===== src/rtl/pipe_pkg.sv =====
// rtl/pipe_pkg.sv - shared pipeline types and forwarding-select constants
package pipe_pkg;

   localparam int REG_ADDR_W = 5;

   typedef logic [REG_ADDR_W-1:0] reg_addr_t;

   localparam reg_addr_t ZERO_REG = '0;

   localparam logic [1:0] FWD_RF  = 2'd0;
   localparam logic [1:0] FWD_MEM = 2'd1;
   localparam logic [1:0] FWD_WB  = 2'd2;

endpackage


===== src/rtl/md_scoreboard.sv =====
// rtl/md_scoreboard.sv - tracks one in-flight multi-cycle op and its destination
module md_scoreboard
   import pipe_pkg::*;
#(
   parameter int ADDR_W = REG_ADDR_W,
   parameter int MD_LAT = 4
) (
   input  logic              Clk,
   input  logic              Rst,
   input  logic              MdStart,
   input  logic [ADDR_W-1:0] EXrd,
   output logic              MdBusy,
   output logic              MdDone,
   output logic [ADDR_W-1:0] MdRd,
   output logic              MdErr
);

   localparam logic [3:0] LAT = 4'(MD_LAT);

   logic [3:0]        md_cnt;
   logic [ADDR_W-1:0] md_rd;
   logic              md_err;

   // A start arriving while the counter is non-zero (including the done cycle) is dropped.
   always_ff @(posedge Clk) begin
      if (Rst) begin
         md_cnt <= 4'd0;
         md_rd  <= ADDR_W'(ZERO_REG);
         md_err <= 1'b0;
      end else if (md_cnt != 4'd0) begin
         md_cnt <= md_cnt - 4'd1;
         if (MdStart)
            md_err <= 1'b1;
      end else if (MdStart) begin
         md_cnt <= LAT;
         md_rd  <= EXrd;
      end
   end

   // Status is masked while reset is held so the stall logic sees an idle tracker.
   assign MdBusy = ~Rst & (md_cnt != 4'd0);
   assign MdDone = ~Rst & (md_cnt == 4'd1);
   assign MdErr  = ~Rst & md_err;
   assign MdRd   = md_rd;

endmodule


===== src/rtl/hazard_forward_unit.sv =====
// rtl/hazard_forward_unit.sv - operand forwarding, load-use and multi-cycle hazard control
module hazard_forward_unit
   import pipe_pkg::*;
#(
   parameter int ADDR_W    = REG_ADDR_W,
   parameter int MD_LAT    = 4,
   parameter int ID_FWD_EN = 1,
   parameter int CNT_W     = 32
) (
   input  logic              Clk,
   input  logic              Rst,
   input  logic [ADDR_W-1:0] IDrs,
   input  logic [ADDR_W-1:0] IDrt,
   input  logic              IDUsesRs,
   input  logic              IDUsesRt,
   input  logic              IDRegWrite,
   input  logic [ADDR_W-1:0] IDrd,
   input  logic              IDMdOp,
   input  logic [ADDR_W-1:0] EXrs,
   input  logic [ADDR_W-1:0] EXrt,
   input  logic              EXUsesRs,
   input  logic              EXUsesRt,
   input  logic [ADDR_W-1:0] EXrd,
   input  logic              EXRegWrite,
   input  logic              EXMemRead,
   input  logic              MdStart,
   input  logic [ADDR_W-1:0] Memrd,
   input  logic [ADDR_W-1:0] WBrd,
   input  logic              MemRegWrite,
   input  logic              WBRegWrite,
   output logic [1:0]        FwdA,
   output logic [1:0]        FwdB,
   output logic              FwdIdA,
   output logic              FwdIdB,
   output logic              Stall,
   output logic              FlushEx,
   output logic              MdBusy,
   output logic              MdDone,
   output logic              MdErr,
   output logic [CNT_W-1:0]  StallCount
);

   logic [ADDR_W-1:0] md_rd;
   logic              load_use;
   logic              md_hazard;
   logic [CNT_W-1:0]  stall_cnt;

   md_scoreboard #(
      .ADDR_W (ADDR_W),
      .MD_LAT (MD_LAT)
   ) u_md_scoreboard (
      .Clk     (Clk),
      .Rst     (Rst),
      .MdStart (MdStart),
      .EXrd    (EXrd),
      .MdBusy  (MdBusy),
      .MdDone  (MdDone),
      .MdRd    (md_rd),
      .MdErr   (MdErr)
   );

   // r0 is hardwired, so it never creates a dependence.
   function automatic logic hit(input logic [ADDR_W-1:0] dst, input logic [ADDR_W-1:0] src);
      return (dst != ADDR_W'(ZERO_REG)) && (dst == src);
   endfunction

   always_comb begin
      FwdA = FWD_RF;
      if (MemRegWrite && EXUsesRs && hit(Memrd, EXrs))
         FwdA = FWD_MEM;
      else if (WBRegWrite && EXUsesRs && hit(WBrd, EXrs))
         FwdA = FWD_WB;

      FwdB = FWD_RF;
      if (MemRegWrite && EXUsesRt && hit(Memrd, EXrt))
         FwdB = FWD_MEM;
      else if (WBRegWrite && EXUsesRt && hit(WBrd, EXrt))
         FwdB = FWD_WB;

      FwdIdA = (ID_FWD_EN != 0) && WBRegWrite && IDUsesRs && hit(WBrd, IDrs);
      FwdIdB = (ID_FWD_EN != 0) && WBRegWrite && IDUsesRt && hit(WBrd, IDrt);

      load_use = EXMemRead &&
                 ((IDUsesRs && hit(EXrd, IDrs)) || (IDUsesRt && hit(EXrd, IDrt)));

      md_hazard = MdBusy &&
                  ((IDUsesRs && hit(md_rd, IDrs)) ||
                   (IDUsesRt && hit(md_rd, IDrt)) ||
                   (IDRegWrite && hit(md_rd, IDrd)) ||
                   IDMdOp);

      Stall   = load_use | md_hazard;
      FlushEx = load_use | md_hazard;
   end

   always_ff @(posedge Clk) begin
      if (Rst)
         stall_cnt <= '0;
      else if (Stall && (stall_cnt != {CNT_W{1'b1}}))
         stall_cnt <= stall_cnt + CNT_W'(1);
   end

   assign StallCount = Rst ? '0 : stall_cnt;

endmodule


===== config.mk =====
export PLATFORM = sky130hd
export DESIGN_NAME = hazard_forward_unit
export DESIGN_NICKNAME = d
export VERILOG_FILES = /design/src/rtl/pipe_pkg.sv /design/src/rtl/md_scoreboard.sv /design/src/rtl/hazard_forward_unit.sv
export SDC_FILE = /design/constraint.sdc
export NUM_CORES = 1
export LEC_CHECK = 0
export ABC_AREA = 1
export CELL_PAD_IN_SITES_DETAIL_PLACEMENT = 0
export CELL_PAD_IN_SITES_GLOBAL_PLACEMENT = 1
export CORE_ASPECT_RATIO = 1.5
export CORE_UTILIZATION = 33
export CTS_CLUSTER_DIAMETER = 200
export CTS_CLUSTER_SIZE = 25
export DETAILED_ROUTE_END_ITERATION = 8
export PLACE_DENSITY = 0.89
export SYNTH_ARGS = -nofsm -noshare
export SYNTH_HDL_FRONTEND = slang
export SYNTH_HIERARCHICAL = 1
export SYNTH_SLANG_ARGS = --single-unit

===== constraint.sdc =====
create_clock -name Clk -period 2.07 [get_ports Clk]
set_input_delay 0.3105 -clock Clk [delete_from_list [all_inputs] [get_ports Clk]]
set_output_delay 0.3105 -clock Clk [all_outputs]
set_load 0.02 [all_outputs]

==> flow_metrics.tcl <==
set metrics [dict create \
    antenna_found_initial 0 \
    cts_tree "yes" \
    startpoint_type "primary input" \
    synthXorXnorAreaFrac_pct 9.314 \
    worstHoldEndpoint "u_md_scoreboard/MdRd[4]" \
    synth_compound_area_share_pct 11.45 \
    dr.pass1.iters 4 \
    final_cell_mix "155 x nand2_1, 82 x nor2_1, 71 x inv_1, 58 x clkdlybuf4s50_1, 48 x nand3_1" \
    cts_made_buffers 5 \
    area_delta_synth_final_pct 46.29 \
    tightest_slew_ps 463.4 \
    yosysSeqAreaShare_pct 23.53 \
    final_area_mm2 0.005228 \
    path_class "in -> out" \
    io_buffers 94 \
    crit_required_ps 1760 \
    nFillCells 1106 \
    cts_hold_buf 0 \
    end_kind "primary output" \
    fin_tns_setup_ps 0 \
    finalHoldViolations 0 \
    n_antenna_cell 0 \
    maxCapViolCount 0 \
    rr_worst_depth 10 \
    r2r_slack_ps 230 \
    vias_per_cell 4.910 \
    status "complete, no violations" \
    clock_sink_count 42 \
    fmaxAchievable_mhz 491.8 \
    htree_levels 2 \
    cts-root-buf "clkbuf_16" \
    post-place-ws_ps -703.6 \
    avgSynthCellArea_um2 5.810 \
    syn_inst 615 \
    drive_gt1_share_pct 14.71 \
    min_from "Rst" \
    placed_cell_area_mm2 0.005006 \
    syn_area_mm2 0.003573 \
    synthSimpleGateAreaFrac_pct 41.98 \
    globalplace.congestion 0.9412 \
    r2r_end "stall_cnt[5]" \
    whs_path_depth 4 \
    leakagePower_nw 2.306 \
    core_area_mm2 0.01053 \
    worstSkewPairLatency_ps 280 \
    initialDrtViolationCount 150 \
    fin_crit_ps 2033 \
    rows 46 \
    routedWlPerCell_um 13.61 \
    hpwlAfterDp_um 9534 \
    num_io_pins 96 \
    reg2reg_from "stall_cnt[1]" \
    synth_mux_area_share_pct 0 \
    worstPathArrival_ps 1720 \
    power.density_mw_per_mm2 557.3 \
    ys_seq_elements 42 \
    layout_commonest_cell "nand2_1" \
    regArea_um2 842.1 \
    die_h_um 129.4 \
    die-area_mm2 0.01126 \
    synthAdderAreaFrac_pct 0.3501 \
    clockBufferDepth 2 \
    final.setup.worst_slack_ps 36.83 \
    irDropWorstVdd_uv 391.9 \
    syn_nets 669 \
    grt_pass1_vias 4246 \
    drc 0 \
    synth_cell_type_count 36 \
    path_clk_slew_ps 60 \
    drtAntennaViolNets 0 \
    layout.nets 802 \
    ys_warn_count 6 \
    max_slew_margin_pct 68.87 \
    fin_crit_sh_pct 98.22 \
    hold_class "in -> reg" \
    worst-path-max-fanout 3 \
    whs_ps 376.9 \
    grt_max_degree 70 \
    gr-total-overflow 0 \
    fin_skew_ps 4.262 \
    synth_top_family_by_area "simple AND/OR/NAND/NOR gates" \
    grt_pass1_wl_um 19150 \
    finalSetupViolCount 0 \
    initial_core_util_pct 33.93 \
    fp.dieW_um 86.97 \
    multiInputGateArea_mm2 0.002328 \
    slew_viol_final 0 \
    grtUsageTotal_pct 21.49 \
    num_vias 4380 \
    wl_um 12140 \
]
==> what timing repair did <==
| item | in CTS | in global routing |
|---|---|---|
| setup buffers | 0 | 1 |
| setup endpoints to repair | 40 | 39 |
| resized for setup | 64 | 35 |
| pin swaps | 4 | 4 |
==> cells in the mapped netlist (all sizes together) <==
master   instances  share of area (%)
nor4             5               0.88
inv             94                9.9
nor2            87                9.8
and2             2               0.35
xor2            33                8.1
a211oi           1               0.21
nor3b            1               0.21
ha               1               0.35
dfxtp           42                 24
a21oi           43                6.0
o2111ai          4               0.98
clkinv           6               0.63
nand4           15                3.2
clkbuf          10                1.1
nor3            24                3.5
buf              9                1.8
nand2          157                 17
xnor2            5                1.2
o22ai           13                2.3
nand3           49                7.0
o211ai           1               0.21
a2111oi          2               0.49
or3              2               0.35
o21ai            9                1.3
==> power by group <==
part           total, mW  switching (mW)  leakage (nW)  internal (mW)
registers          0.980          0.0980         0.340          0.882
logic               1.20           0.664          1.90          0.532
clock network      0.736           0.301        0.0694          0.435
total               2.91            1.06          2.31           1.85
==> kinds of logic (layout without fill, tap and decap cells) <==
logic type / count (synthesis) / count (layout)
AO/OA/AOI/OAI: 73 / 73
XOR/XNOR: 38 / 38
adder cells (fa/ha/maj): 1 / 1
buffers and inverters: 119 / 252
flip-flops: 42 / 42
AND/OR/NAND/NOR: 342 / 342
==> routing by layer <==
metal  global-route usage (%)  vias up  wire (um)
met5                        0        -          0
met4                    13.73        0        630
met3                    2.484       45        616
met2                    41.41      161       6423
met1                    21.28     1944       4472
li1                         -     2230          -
==> critical path, cell delays in order <==
cell and delay [ps]:
clkdlybuf4s50_1 450, buf_4 160, o211ai_1 340, nor4_4 100
nor3_1 180, buf_2 190
==> state kept, by name, summed over array words and instances, names as in the netlist <==
signal                  flops
u_md_scoreboard/MdRd        5
u_md_scoreboard/md_cnt      4
stall_cnt                  32
u_md_scoreboard/md_err      1
==> area by class of cell <==
type                       count  share of cell area, %
inverter                     100                  7.180
tap                          144                  3.447
clock buffer                   5                  2.393
sequential                    42                  16.11
multi-input combinational    454                  44.54
clock inverter                 2                 0.1915
timing repair buffer         145                  26.14
==> per-stage QoR <==
stage / util, % / power (mW) / std cells
final: 49.63 / 2.913 / 892
after global routing: 49.63 / 3.118 / 892
after CTS: 48.55 / 2.880 / 891
after detailed placement: 47.53 / 2.147 / 884
after global placement: 47.53 / 2.137 / 884
after floorplan: - / 1.648 / 615
==> how the worst max path moves through the flow <==
stage          startpoint      end  slack, ps  depth (start not counted)
2_1_floorplan     WBrd[0]   FwdIdA        -40                          3
3_3_place_gp      WBrd[2]   FwdIdB       -700                          7
3_5_place_dp      WBrd[2]   FwdIdB       -700                          7
4_1_cts           IDrt[2]    Stall        -30                         13
5_1_grt           EXrt[4]  FwdB[1]        -20                          6
6_report          EXrt[4]  FwdB[1]         40                          6
(Power assumes the default switching activity.)
